<file path="src/rtl/frameblock_scanout.sv">
`default_nettype none
// ============================================================================
// Module   : frameblock_scanout
// Purpose  : Reads a finished frameblock in {x,y} address order and streams
//            each RGB565 pixel as two bytes (high byte first) over a
//            valid/ready link. Optionally writes BG_COLOR back into every
//            location once its read data has been captured.
// Revision : 1.0 - initial release
// ============================================================================
module frameblock_scanout #(
    parameter int          COLS     = 4,
    parameter int          ROWS     = 240,
    parameter logic [15:0] BG_COLOR = 16'h0000,
    parameter bit          CLEAR    = 1'b1
) (
    input  logic        clk,
    input  logic        rst_n,
    input  logic        blk_start,
    output logic        blk_done,
    output logic [9:0]  fb_rdaddr,
    input  logic [15:0] fb_rddata,
    output logic [9:0]  fb_wraddr,
    output logic [15:0] fb_wrdata,
    output logic        fb_we,
    output logic [7:0]  px_data,
    output logic        px_valid,
    input  logic        px_ready,
    output logic        px_last
);

    typedef enum logic [1:0] {
        S_IDLE    = 2'd0,
        S_FETCH   = 2'd1,
        S_SEND_HI = 2'd2,
        S_SEND_LO = 2'd3
    } state_t;

    localparam logic [1:0] c_X_LAST = 2'(COLS - 1);
    localparam logic [7:0] c_Y_LAST = 8'(ROWS - 1);

    // Scan order: y runs fastest; rows beyond ROWS-1 are skipped.
    function automatic logic [9:0] next_addr(input logic [9:0] a);
        if (a[7:0] == c_Y_LAST) begin
            return {a[9:8] + 2'd1, 8'd0};
        end
        return {a[9:8], a[7:0] + 8'd1};
    endfunction

    function automatic logic is_last(input logic [9:0] a);
        return (a == {c_X_LAST, c_Y_LAST});
    endfunction

    state_t      state_q, state_d;
    logic [9:0]  cur_q, cur_d;        // address of the pixel being fetched/sent
    logic [9:0]  rdaddr_q, rdaddr_d;
    logic [9:0]  wraddr_q, wraddr_d;
    logic        we_q, we_d;
    logic [15:0] pix_q, pix_d;        // pixel on the output
    logic [15:0] pend_q, pend_d;      // prefetched next pixel
    logic        first_q, first_d;    // first SEND_HI cycle of a pixel
    logic        pfcap_q, pfcap_d;    // fb_rddata carries prefetch data now
    logic        fph_q, fph_d;        // FETCH phase: 0 = address out, 1 = capture
    logic        done_q, done_d;

    logic [9:0]  w_nxt;
    logic [9:0]  w_nxt2;
    logic        w_cur_last;
    logic        w_nxt_last;
    logic        w_hs;

    assign w_nxt      = next_addr(cur_q);
    assign w_nxt2     = next_addr(w_nxt);
    assign w_cur_last = is_last(cur_q);
    assign w_nxt_last = is_last(w_nxt);
    assign w_hs       = px_valid && px_ready;

    assign blk_done  = done_q;
    assign fb_rdaddr = rdaddr_q;
    assign fb_wraddr = wraddr_q;
    assign fb_wrdata = BG_COLOR;
    assign fb_we     = we_q;
    assign px_valid  = (state_q == S_SEND_HI) || (state_q == S_SEND_LO);
    assign px_last   = (state_q == S_SEND_LO) && w_cur_last;
    assign px_data   = (state_q == S_SEND_HI) ? pix_q[15:8] :
                       (state_q == S_SEND_LO) ? pix_q[7:0]  : 8'h00;

    // Next-state and datapath decisions for every register.
    always_comb begin
        state_d  = state_q;
        cur_d    = cur_q;
        rdaddr_d = rdaddr_q;
        wraddr_d = wraddr_q;
        we_d     = 1'b0;
        pix_d    = pix_q;
        pend_d   = pfcap_q ? fb_rddata : pend_q;
        first_d  = 1'b0;
        pfcap_d  = 1'b0;
        fph_d    = fph_q;

        case (state_q)
            S_IDLE: begin
                if (blk_start) begin
                    state_d  = S_FETCH;
                    cur_d    = 10'd0;
                    rdaddr_d = 10'd0;
                    fph_d    = 1'b0;
                end
            end
            S_FETCH: begin
                if (!fph_q) begin
                    fph_d = 1'b1;
                end else begin
                    // Data for cur is on fb_rddata; start sending and prefetch.
                    pix_d    = fb_rddata;
                    state_d  = S_SEND_HI;
                    first_d  = 1'b1;
                    we_d     = CLEAR;
                    wraddr_d = cur_q;
                    if (!w_cur_last) begin
                        rdaddr_d = w_nxt;
                    end
                end
            end
            S_SEND_HI: begin
                if (first_q && !w_cur_last) begin
                    pfcap_d = 1'b1;
                end
                if (w_hs) begin
                    state_d = S_SEND_LO;
                end
            end
            S_SEND_LO: begin
                if (w_hs) begin
                    if (w_cur_last) begin
                        state_d = S_IDLE;
                    end else begin
                        // Prefetch may land in this very cycle, so bypass it.
                        pix_d    = pfcap_q ? fb_rddata : pend_q;
                        cur_d    = w_nxt;
                        state_d  = S_SEND_HI;
                        first_d  = 1'b1;
                        we_d     = CLEAR;
                        wraddr_d = w_nxt;
                        if (!w_nxt_last) begin
                            rdaddr_d = w_nxt2;
                        end
                    end
                end
            end
            default: state_d = S_IDLE;
        endcase

        done_d = (state_d == S_IDLE);
    end

    // State register.
    always_ff @(posedge clk or negedge rst_n) begin
        if (!rst_n) begin
            state_q <= S_IDLE;
        end else begin
            state_q <= state_d;
        end
    end

    // Address, pixel and handshake-support registers.
    always_ff @(posedge clk or negedge rst_n) begin
        if (!rst_n) begin
            cur_q    <= 10'd0;
            rdaddr_q <= 10'd0;
            wraddr_q <= 10'd0;
            we_q     <= 1'b0;
            pix_q    <= 16'd0;
            pend_q   <= 16'd0;
            first_q  <= 1'b0;
            pfcap_q  <= 1'b0;
            fph_q    <= 1'b0;
            done_q   <= 1'b0;
        end else begin
            cur_q    <= cur_d;
            rdaddr_q <= rdaddr_d;
            wraddr_q <= wraddr_d;
            we_q     <= we_d;
            pix_q    <= pix_d;
            pend_q   <= pend_d;
            first_q  <= first_d;
            pfcap_q  <= pfcap_d;
            fph_q    <= fph_d;
            done_q   <= done_d;
        end
    end

endmodule
`default_nettype wire
</file>
<file path="config.mk">
export PLATFORM = sky130hd
export DESIGN_NAME = frameblock_scanout
export DESIGN_NICKNAME = d
export VERILOG_FILES = /design/src/rtl/frameblock_scanout.sv
export SDC_FILE = /design/constraint.sdc
export NUM_CORES = 1
export LEC_CHECK = 0
export CORE_MARGIN = 8
export CORE_UTILIZATION = 50
export DETAILED_ROUTE_END_ITERATION = 10
export PLACE_DENSITY = 0.76
export SLEW_MARGIN = 20
export SYNTH_ARGS = -nofsm -noshare
export SYNTH_HDL_FRONTEND = slang
export SYNTH_SLANG_ARGS = --single-unit
</file>
<file path="constraint.sdc">
create_clock -name clk -period 2.7 [get_ports clk]
set_input_delay 0.54 -clock clk [delete_from_list [all_inputs] [get_ports clk]]
set_output_delay 0.54 -clock clk [all_outputs]
set_load 0.05 [all_outputs]
</file>
==> flow_metrics.py <==
metrics = {
    "drt": {
        "totalWireLength_um": 8590,
        "vias_per_cell": 5.47,
        "drtPass1Iterations": 4,
        "ant_nets": 0,
        "vias": 2978,
        "wl_per_cell_um": 15.8,
        "drc": 0,
        "drtIter0Drc": 121,
    },
    "placed_design": {
        "post_dp_cell_area_um2": 4430,
        "io_buffers": 51,
        "placedCellCount": 528,
        "dp_hpwl_um": 6230,
        "place_congestion": 0.885,
    },
    "cts": {
        "clkTransAtPathRegs_ps": 80,
        "numCtsBuffers": 9,
        "cts_max_level": 3,
        "ctsLongestPathBuffers": 2,
        "cts_tree": "yes",
        "clk_latency_ps": 340,
        "cts_sinks": 68,
        "cts_root_buf": "clkbuf_8",
    },
    "logic_synthesis": {
        "synthTopCellsByCount": "dfrtp_1 (68), nand2_1 (62), mux2i_1 (26)",
        "synth_top_cell_by_area": "dfrtp_1",
        "yosysMostFrequentCell": "dfrtp_1",
        "synthAdderAreaFrac_pct": 1.29,
        "synthFlopType": "dfrtp_1",
        "async_flop_share_pct": 100,
        "synth_warnings": 0,
        "synth_edf_count": 0,
        "synth-seq-cells": 68,
        "synth_compound_area_share_pct": 15.8,
        "synth_cell_types": 56,
        "synthSimpleGateAreaFrac_pct": 15.9,
        "muxShareOfSynthArea_pct": 12.5,
        "synth-xor-area-share_pct": 2.26,
        "synth_area_um2": 3870,
        "syn_avg_cell_area_um2": 9.90,
        "syn_inst": 391,
        "ys_seq_area_share_pct": 43.9,
        "synth_top_family_by_area": "simple AND/OR/NAND/NOR gates",
        "ys_top_cells_by_area": "dfrtp_1 (44%), mux2i_1 (6.7%), nand2_1 (6.0%)",
        "yosys.area.top_type_share_pct": 43.9,
    },
    "power": {
        "p_switching_mw": 2.16,
        "seq_power_share_pct": 33.1,
        "p_int_mw": 2.82,
        "p_leak_nw": 2.10,
        "p_comb_share_pct": 47.9,
        "ir_worst_vdd_mv": 0.651,
        "p_sw_share_pct": 43.4,
        "clockPowerShare_pct": 19.0,
        "power.density_nw_per_um2": 1070,
    },
    "critical_path": {
        "cp_cell_sequence": "ha_2, and3_2, nand3_2, nor2_2, buf_12",
        "regToRegStartpoint": "cur_q[1]$_DFFE_PN0P_",
        "cp.arrival_ps": 1930,
        "rr_worst_depth": 9,
        "setup.worst_path.class": "reg -> out",
        "cp_max_fo": 8,
        "critical_path.max_stage_delay_ps": 450,
        "cp_data_required_time_ps": 2160,
        "end_kind": "primary output",
        "critical-path-top-delay-family": "simple AND/OR/NAND/NOR gates",
        "slowest_stage": "dfrtp_2",
        "critPathBufInv": 1,
        "regToRegSetupSlack_ps": 300,
        "r2r_end": "fb_rdaddr[3]$_DFFE_PN0P_",
        "cp-start-kind": "register",
    },
    "sta": {
        "slew_violations": 0,
        "tightest_slew_ps": 737,
        "hold_viol": 0,
        "period_minus_slack_ps": 2470,
        "max_freq_ghz": 0.404,
        "worst_slew_margin_rel_pct": 50.8,
        "setup_viol": 0,
        "fin_setup_tns_ps": 0,
        "grt_setup_unrepaired": "no",
        "fin_crit_sh_pct": 91.6,
        "fin_skew_ps": 9.82,
    },
    "flow_run": {
        "cap_violations": 0,
    },
    "global_route": {
        "grt_max_degree": 54,
        "grt_pass1_vias": 2994,
        "antenna_found_initial": 0,
        "grt_pass1_wl_um": 14700,
        "grt_overflow_total": 0,
        "grt_usage_pct": 16.5,
    },
    "floorplan": {
        "io_pins": 68,
        "dieArea_um2": 10800,
        "die_h_um": 104,
        "die_x_um": 104,
        "core_area_um2": 7610,
        "start_util_pct": 50.9,
        "rows": 32,
    },
    "final_layout": {
        "syn2layout_area_growth_pct": 20.5,
        "fin_area_um2": 4660,
        "nFillCells": 626,
        "nets": 461,
        "final_cells": 544,
        "diodes": 0,
        "drive_gt1_share_pct": 18.6,
    },
    "outcome": {
        "status": "completed",
    },
    "hold_path": {
        "hold_path_class": "in -> async",
    },
}
[registers in the layout, indices dropped and copies added (netlist names)]
name and cells:
fph_q 1, pix_q 16, fb_wraddr 10, first_q 1, cur_q 10, fb_rdaddr 10
pfcap_q 1, blk_done 1, pend_q 16, state_q 2
[final cells by class]
| type | instances | area (µm²) | area share, % |
|---|---|---|---|
| inverter | 6 | 22.5 | 0.483 |
| clock inverter | 7 | 98.8 | 2.12 |
| timing repair buffer | 67 | 666 | 14.3 |
| sequential | 68 | 1700 | 36.5 |
| clock buffer | 9 | 124 | 2.66 |
| multi-input combinational | 285 | 1920 | 41.2 |
| tap | 102 | 128 | 2.74 |
[layout by cell type, fill, tap and decap left out, types with 3 or more instances in the layout]
cell type and instances:
a211oi_1 3, a21o_1 7, a21oi_1 14, buf_12 5
buf_4 20, clkbuf_8 9, clkdlybuf4s50_1 41, conb_1 16
dfrtp_1 67, ha_1 3, inv_1 6, mux2_2 20
mux2i_1 26, nand2_1 62, nand3_1 5, nand4_1 4
nand4b_1 4, nor2_1 15, nor2b_1 9, nor3_1 3
o21ai_0 23, o21ai_1 13, o31ai_1 7, xnor2_1 4
xor2_1 6
[power by group through the flow]
stage	logic, mW	registers (mW)	clock network [mW]
6_report	2.39	1.65	0.945
3_3_place_gp	2.34	1.65	0
4_1_cts	2.41	1.65	0.960
5_1_grt	2.58	1.71	1.00
2_1_floorplan	1.61	1.74	0
3_5_place_dp	2.39	1.67	0
[worst max path at each step]
stage                                     from                        to  slack, ps  depth (start not counted)
after floorplan           cur_q[1]$_DFFE_PN0P_  fb_rdaddr[2]$_DFFE_PN0P_        270                          9
after global placement    cur_q[1]$_DFFE_PN0P_  fb_rdaddr[3]$_DFFE_PN0P_        280                          9
after detailed placement  cur_q[1]$_DFFE_PN0P_  fb_rdaddr[3]$_DFFE_PN0P_        160                          9
after CTS                 cur_q[1]$_DFFE_PN0P_                   px_last         70                          5
after global routing      cur_q[1]$_DFFE_PN0P_                   px_last        100                          5
final                     cur_q[1]$_DFFE_PN0P_                   px_last        230                          5
[cell families (layout without fill, tap and decap cells)]
kind of cell    Yosys count  count (layout)
simple gates            121             121
compound gates           88              88
flops                    68              68
buf+inv                  53              89
mux                      46              46
xor+xnor                 10              10
fa+ha+maj                 4               4
other cells               1              16
[layer usage]
metal	wire length [µm]	track usage [%]	vias to the layer above	share of wire (%)
met5	0	0	-	0
met4	115	6.93	0	1.3
met3	517	4.34	11	6.0
met2	3970	26.3	83	46
met1	3990	20.7	1455	46
li1	-	-	1429	-
[worst register-to-register path, delay by kind of cell (launching register included)]
family	cells	cell delay, ps
adder cells (fa/ha/maj)	2	520
buffers and inverters	1	180
AO/OA/AOI/OAI	3	570
AND/OR/NAND/NOR	2	380
XOR/XNOR	1	230
flip-flops	1	450
[metrics by stage]
step	setup slack [ps]	power (mW)	util (%)	hold slack (ps)
after floorplan	274	3.36	-	244
after global placement	282	3.99	58.3	460
final	227	4.99	61.3	257
after CTS	66.6	5.02	61.3	269
after global routing	103	5.29	61.3	310
after detailed placement	165	4.06	58.3	464
[timing repair]
| item | CTS | global route |
|---|---|---|
| endpoints found under the hold margin | 0 | 0 |
| hold buffers | 0 | 0 |
| cloned | 0 | 0 |
| endpoints found under the setup margin | 1 | 1 |
| buffers inserted | 0 | 0 |
| resized for setup | 2 | 2 |
| pin swaps | 0 | 0 |
No activity file was read; power rests on OpenSTA's default activity.
